==> config.mk <==
export PLATFORM = sky130hd
export DESIGN_NAME = risc_v_core_sequencer
export DESIGN_NICKNAME = d
export VERILOG_FILES = /design/src/rtl/risc_v_core_sequencer.sv
export SDC_FILE = /design/constraint.sdc
export NUM_CORES = 1
export LEC_CHECK = 0
export ABC_CLOCK_PERIOD_IN_PS = 5730
export BUFFER_PORTS_ARGS = -buffer_cell sky130_fd_sc_hd__buf_2
export CELL_PAD_IN_SITES_DETAIL_PLACEMENT = 0
export CELL_PAD_IN_SITES_GLOBAL_PLACEMENT = 1
export CORE_MARGIN = 2
export CORE_UTILIZATION = 25
export DETAILED_ROUTE_END_ITERATION = 8
export PLACE_DENSITY_LB_ADDON = 0.1
export SYNTH_ARGS = -nofsm -noshare
export SYNTH_HDL_FRONTEND = slang
export SYNTH_SLANG_ARGS = --single-unit
==> constraint.sdc <==
create_clock -name clk -period 5.73 [get_ports clk]
set_input_delay 1.146 -clock clk [delete_from_list [all_inputs] [get_ports clk]]
set_output_delay 1.146 -clock clk [all_outputs]
set_load 0.05 [all_outputs]
==> src/rtl/risc_v_core_sequencer.sv <==
// Multi-cycle FETCH/EXECUTE/MEMORY/WRITEBACK sequencer for an RV32I core: owns PC and IR,
// drives req/ack memory ports with wait-state timeout, aligns loads and reports halt/fault.
module risc_v_core_sequencer #(
  parameter int                  X_LENGTH    = 32,
  parameter logic [X_LENGTH-1:0] RESET_PC    = '0,
  parameter int                  MEM_TIMEOUT = 255,
  parameter int                  RETIRE_W    = 32
) (
  input  logic                clk,
  input  logic                rst_n,
  output logic                imem_req,
  output logic [X_LENGTH-1:0] imem_addr,
  input  logic                imem_ack,
  input  logic [31:0]         imem_rdata,
  output logic [31:0]         instruction,
  input  logic [X_LENGTH-1:0] ex_pc_next,
  input  logic                ex_need_write_rd,
  input  logic [4:0]          ex_rd_index,
  input  logic [X_LENGTH-1:0] ex_result,
  input  logic                ex_is_load,
  input  logic                ex_is_store,
  input  logic [X_LENGTH-1:0] ex_mem_addr,
  input  logic [X_LENGTH-1:0] ex_store_data,
  input  logic [1:0]          ex_mem_width,
  input  logic                ex_load_unsigned,
  input  logic                ex_halt,
  output logic                dmem_req,
  output logic                dmem_we,
  output logic [X_LENGTH-1:0] dmem_addr,
  output logic [1:0]          dmem_width,
  output logic [X_LENGTH-1:0] dmem_wdata,
  input  logic                dmem_ack,
  input  logic [X_LENGTH-1:0] dmem_rdata,
  output logic [X_LENGTH-1:0] pc,
  output logic [4:0]          rd_write_index,
  output logic [X_LENGTH-1:0] rd_write_data,
  output logic                rd_write_enable,
  output logic                halted,
  output logic                fault,
  output logic [1:0]          fault_cause,
  output logic [RETIRE_W-1:0] retire_count
);

  typedef enum logic [2:0] {
    S_FETCH, S_EXECUTE, S_MEMORY, S_WRITEBACK, S_HALT, S_FAULT
  } state_t;

  localparam logic [15:0] TMO_LAST = 16'(MEM_TIMEOUT - 1);

  state_t                state_q, state_d;
  logic                  go_q;
  logic [X_LENGTH-1:0]   pc_q;
  logic [31:0]           ir_q;
  logic [RETIRE_W-1:0]   retire_q;
  logic [15:0]           tmo_q;
  logic [1:0]            cause_q, cause_d;
  logic                  rd_we_q;
  logic [4:0]            rd_idx_q;
  logic [X_LENGTH-1:0]   rd_data_q;
  logic [X_LENGTH-1:0]   maddr_q, mwdata_q, load_q;
  logic [1:0]            mwidth_q;
  logic                  mwe_q, mload_q, muns_q;
  logic                  misaligned, tmo_hit;

  function automatic logic [X_LENGTH-1:0] load_extend(input logic [X_LENGTH-1:0] word,
                                                      input logic [1:0] off,
                                                      input logic [1:0] width,
                                                      input logic uns);
    logic [7:0]  b;
    logic [15:0] h;
    b = word[{off, 3'b000} +: 8];
    h = off[1] ? word[31:16] : word[15:0];
    case (width)
      2'd0:    load_extend = uns ? {{(X_LENGTH-8){1'b0}}, b} : {{(X_LENGTH-8){b[7]}}, b};
      2'd1:    load_extend = uns ? {{(X_LENGTH-16){1'b0}}, h} : {{(X_LENGTH-16){h[15]}}, h};
      default: load_extend = word;
    endcase
  endfunction

  assign misaligned = (ex_mem_width == 2'd1 && ex_mem_addr[0]) ||
                      (ex_mem_width[1] && ex_mem_addr[1:0] != 2'b00);
  assign tmo_hit    = (tmo_q == TMO_LAST);

  always_ff @(posedge clk) begin
    if (!rst_n) state_q <= S_FETCH;
    else        state_q <= state_d;
  end

  // Ack is checked before the timeout so an ack on the last allowed cycle still completes.
  always_comb begin
    state_d = state_q;
    cause_d = 2'd0;
    case (state_q)
      S_FETCH: begin
        if (imem_req && imem_ack) state_d = S_EXECUTE;
        else if (imem_req && tmo_hit) begin
          state_d = S_FAULT;
          cause_d = 2'd2;
        end
      end
      S_EXECUTE: begin
        if (ex_halt) state_d = S_HALT;
        else if (ex_is_load || ex_is_store) begin
          if (misaligned) begin
            state_d = S_FAULT;
            cause_d = 2'd1;
          end else begin
            state_d = S_MEMORY;
          end
        end else begin
          state_d = S_WRITEBACK;
        end
      end
      S_MEMORY: begin
        if (dmem_ack) state_d = S_WRITEBACK;
        else if (tmo_hit) begin
          state_d = S_FAULT;
          cause_d = 2'd3;
        end
      end
      S_WRITEBACK: state_d = S_FETCH;
      default:     state_d = state_q;
    endcase
  end

  // go_q holds off the first fetch until the cycle after reset is released.
  always_comb begin
    imem_req = (state_q == S_FETCH) && go_q;
    dmem_req = (state_q == S_MEMORY);
    dmem_we  = dmem_req && mwe_q;
    halted   = (state_q == S_HALT);
    fault    = (state_q == S_FAULT);
  end

  assign imem_addr       = pc_q;
  assign pc              = pc_q;
  assign instruction     = ir_q;
  assign dmem_addr       = maddr_q;
  assign dmem_wdata      = mwdata_q;
  assign dmem_width      = mwidth_q;
  assign rd_write_enable = rd_we_q;
  assign rd_write_index  = rd_idx_q;
  assign rd_write_data   = rd_data_q;
  assign fault_cause     = cause_q;
  assign retire_count    = retire_q;

  always_ff @(posedge clk) begin
    if (!rst_n) begin
      go_q     <= 1'b0;
      pc_q     <= RESET_PC;
      ir_q     <= 32'h0000_0013;
      retire_q <= '0;
      tmo_q    <= '0;
      cause_q  <= 2'd0;
      rd_we_q  <= 1'b0;
    end else begin
      go_q    <= 1'b1;
      rd_we_q <= 1'b0;
      if (imem_req && imem_ack) ir_q <= imem_rdata;
      if (state_q == S_EXECUTE || state_q == S_WRITEBACK) tmo_q <= '0;
      else if ((imem_req && !imem_ack) || (dmem_req && !dmem_ack)) tmo_q <= tmo_q + 16'd1;
      if (state_d == S_FAULT && state_q != S_FAULT) cause_q <= cause_d;
      if (state_q == S_WRITEBACK) begin
        pc_q     <= ex_pc_next;
        retire_q <= retire_q + RETIRE_W'(1);
        rd_we_q  <= ex_need_write_rd && (ex_rd_index != 5'd0);
      end
    end
  end

  always_ff @(posedge clk) begin
    if (state_q == S_EXECUTE) begin
      maddr_q  <= ex_mem_addr;
      mwdata_q <= ex_store_data;
      mwidth_q <= ex_mem_width;
      mwe_q    <= ex_is_store;
      mload_q  <= ex_is_load;
      muns_q   <= ex_load_unsigned;
    end
    if (dmem_req && dmem_ack) load_q <= load_extend(dmem_rdata, maddr_q[1:0], mwidth_q, muns_q);
    if (state_q == S_WRITEBACK) begin
      rd_idx_q  <= ex_rd_index;
      rd_data_q <= mload_q ? load_q : ex_result;
    end
  end

endmodule

==> impl_results.md <==
- Outcome: completed
- Type of element capturing the critical path: primary output
- CTS H-Tree Depth: 1
- Final-report hold violation count: 0
- Largest vdd supply drop: approximately 0.2 mV
- Fraction of power consumed by the clock network: 0.440
- Synthesized area divided by synthesized cell count: around 11 um2
- Number of cells upsized or downsized after cts: 0
- Worst slew margin relative to its limit: 0.292
- Beginning of the critical path: state_q[1]
- Launch point of the worst reg-to-reg path: state_q[1]
- Post-route core utilization: 0.344
- Synth cell count leaders: sky130_fd_sc_hd__nand2_1, sky130_fd_sc_hd__edfxtp_1, sky130_fd_sc_hd__dfxtp_1, sky130_fd_sc_hd__a21oi_1, sky130_fd_sc_hd__nor2_1
- First drt pass iteration count: 5
- Number of standard-cell rows in the floorplan: 73
- Crit-path slowest cell: sky130_fd_sc_hd__nor4b_1
- Total of buffers placed on input and output ports: between 400 and 500
- Worst reg-to-reg path cell count: 6
- Reg2Reg Capture Point: rd_write_enable
- Timing-limited maximum frequency: 318 MHz
- Total standard cell area after synthesis: about 10,000 um2
- Capturing instance or port of the critical path: imem_req
- RSZ-0062 raised after global routing: false
- Final weighted congestion in routability-driven placement: around 0.76
- Ports placed on the boundary: around 450
- Total global-route track usage: 0.153
- Number of flip-flops and latches in the synthesized netlist: 257
- CTS Root Buffer Type: sky130_fd_sc_hd__clkbuf_16
- Routed via count divided by cell count: between 4 and 5
- Starting density of the core: 0.255
- Count of nets after finishing: approximately 1,500
- Number of buffers inserted by hold repair at cts: 0
- Worst reg2reg setup slack: roughly 2.8 ns
- Async S/R FF share, synth: 0
- First-pass GRT wire length: 49.2 mm
- Antenna violations before repair: 5
- Gate Count Post-Synth: between 900 and 1,000
- Area post-placement: 12,700 um2
- Psw: about 1.2 mW
- Die width: about 210 um
- Share of synthesized area occupied by flip-flops and latches: 0.642
- Floorplan core area: between 30,000 and 40,000 um2
- Critical path arrival: about 2.0 ns
- Remaining number of nets flagged by the antenna check after routing: 0
- Clock latency of the later-clocked register in the worst-skew pair: about 0.57 ns
- Share of total power in sequential cells: 0.455
- Warnings from Yosys: 0
- Clock period minus worst slack: approximately 3.1 ns
- Final critical-path share of the clock period: 0.550
- Clock sink total: 257
- Min-delay worst type: register to register
- Longest individual stage delay on the worst path: approximately 0.54 ns
- Violation count after the first detailed-routing iteration: 401
- Layout cell share with drive strength beyond 1: 0.399
- Total stage count of the critical path: 2
- Max Cap Viol: 0
- Largest net degree at the start of global routing: between 70 and 80
- Vertical die dimension: around 210 um
- Total congestion overflow: 0
- Final number of max-transition violations: 0
- Prevailing post-synth register cell: sky130_fd_sc_hd__edfxtp_1
- Total die area: roughly 42,000 um2
- Worst setup SP type: register
- Category of the most critical setup path: register to primary output
- Sum of routed wire length over all layers: ~34 mm
- Filler Cells Inserted: 4,196
- Combinational fraction of design power: 0.105
- Maximum net fanout on the critical path: 17
- Setup bufs post-CTS: 0
- Drt drc: 0
- Max clock buf depth: 3
- Half-perimeter wire length of the detailed placement result: approximately 25 mm
- Area Growth Syn to Fin: 35.1%
- Total of endpoints with negative setup slack in the final report: 0
- Sw frac: 0.257
- Worst-case clock skew: 0.0137 ns
- Number of buffers added by the clock tree synthesis step: 30
- Portion of synthesized cell area occupied by the leading cell type: 0.408
- Leading cell type by number of instances after synthesis: sky130_fd_sc_hd__nand2_1
- Distinct cell type count after synthesis: 55
- Final TNS setup: 0 ns
- Measured slew at the worst slew-check pin: roughly 1.1 ns
- Dominant cell type by area after synthesis: sky130_fd_sc_hd__edfxtp_1
- Pwr per Cell Area: 326 nW/um2
- CTS tree: built
- Net Count, Synth: approximately 1,100
- Standby leakage power: between 5 and 6 nW
- Category of cells accounting for the largest share of critical-path delay: simple AND/OR/NAND/NOR gates
- Drt wl/cell: 18.0 um
- Overall via count from detail_route: about 8,000
- Cells taking the most area after synthesis: sky130_fd_sc_hd__edfxtp_1, sky130_fd_sc_hd__dfxtp_1, sky130_fd_sc_hd__nand2_1, sky130_fd_sc_hd__a21oi_1, sky130_fd_sc_hd__mux2_2
- Cells along the critical path: nor4b_1 > buf_2
- Cell area after layout: ~14,000 um2
- Buffers & Inverters on Critical Path: 1
- Critical path required time: 4.58 ns
- CTS clock-pin slew for the worst setup and hold paths: 0.06 ns
- Number of enable flip-flop cells after synthesis: roughly 140
- Internal power consumption: about 3.3 mW
- Number of global-route vias before repair: slightly below 8,000
state kept, by name (all words and copies together), names as in the netlist:
signal / flops
dmem_addr: 32
dmem_wdata: 32
dmem_width: 2
fault_cause: 2
go_q: 1
imem_addr: 32
instruction: 32
load_q: 32
mload_q: 1
muns_q: 1
mwe_q: 1
rd_write_data: 32
rd_write_enable: 1
rd_write_index: 5
retire_count: 32
state_q: 3
tmo_q: 16
through the flow:
stage,hold slack [ns],cells,power [mW],setup slack [ns]
after floorplan,0.468,926,2.38,1.62
after global placement,0.439,1830,2.55,2.67
after detailed placement,0.443,1830,2.56,2.65
after CTS,0.452,1886,4.55,2.55
after global routing,0.476,1887,4.67,2.42
final,0.452,1890,4.47,2.58
per-layer routing:
layer,routed length [um],track usage
met3,2940,0.0467
met5,39,0
met1,14300,0.194
met2,16100,0.250
met4,732,0.0434
cells by family after synthesis:
family / Yosys count / share of synthesized area
AOI/OAI and AO/OA: 144 / 0.0807
and+or+nand+nor: 361 / 0.160
buffers and inverters: 94 / 0.0474
DFF: 257 / 0.642
xor gates and xnor gates: 33 / 0.0284
adders and majority gates: 3 / 0.00369
muxes: 34 / 0.0376
power by group through the flow:
| stage | logic [mW] | registers, mW | clock network [mW] |
|---|---|---|---|
| floorplan | 0.153 | 2.22 | 0 |
| global placement | 0.480 | 2.07 | 0 |
| detailed placement | 0.481 | 2.07 | 0 |
| CTS | 0.482 | 2.04 | 2.03 |
| global route | 0.511 | 2.04 | 2.12 |
| finish | 0.471 | 2.03 | 1.97 |
layout by cell type, fill, tap and decap left out, drive strengths merged, types with 12 or more instances in the layout:
master,Yosys,routed
or3,12,12
o21ai,22,22
mux2,33,33
nand3,18,18
dfxtp,119,119
nand4,19,19
xnor2,15,15
inv,16,16
nor2,49,49
clkbuf,37,40
buf,41,457
a21oi,94,94
clkinv,0,12
edfxtp,138,138
xor2,18,18
nand2,214,214
layout make-up:
type                       instances  area (um2)  area share
antenna                            4        10.0    0.000729
clock buffer                      40         817      0.0595
clock inverter                    16         185      0.0135
inverter                          16        60.1     0.00437
multi-input combinational        575        3160       0.230
sequential                       257        6530       0.475
tap                              525         657      0.0478
timing repair buffer             457        2310       0.169
worst min-delay path, delay by kind of cell, from the launching register on:
kind             cells  cell delay, ns
AND/OR/NAND/NOR      1            0.05
flip-flops           1            0.30
AO/OA/AOI/OAI        1            0.05
worst min path at each step:
stage,startpoint,cells after the start,to,slack [ns]
detailed placement,instruction[5],2,instruction[5],0.44
global route,instruction[11],2,instruction[11],0.48
floorplan,tmo_q[9],2,tmo_q[9],0.47
finish,instruction[5],2,instruction[5],0.45
CTS,instruction[5],2,instruction[5],0.45
global placement,instruction[5],2,instruction[5],0.44
(Power assumes the default switching activity.)
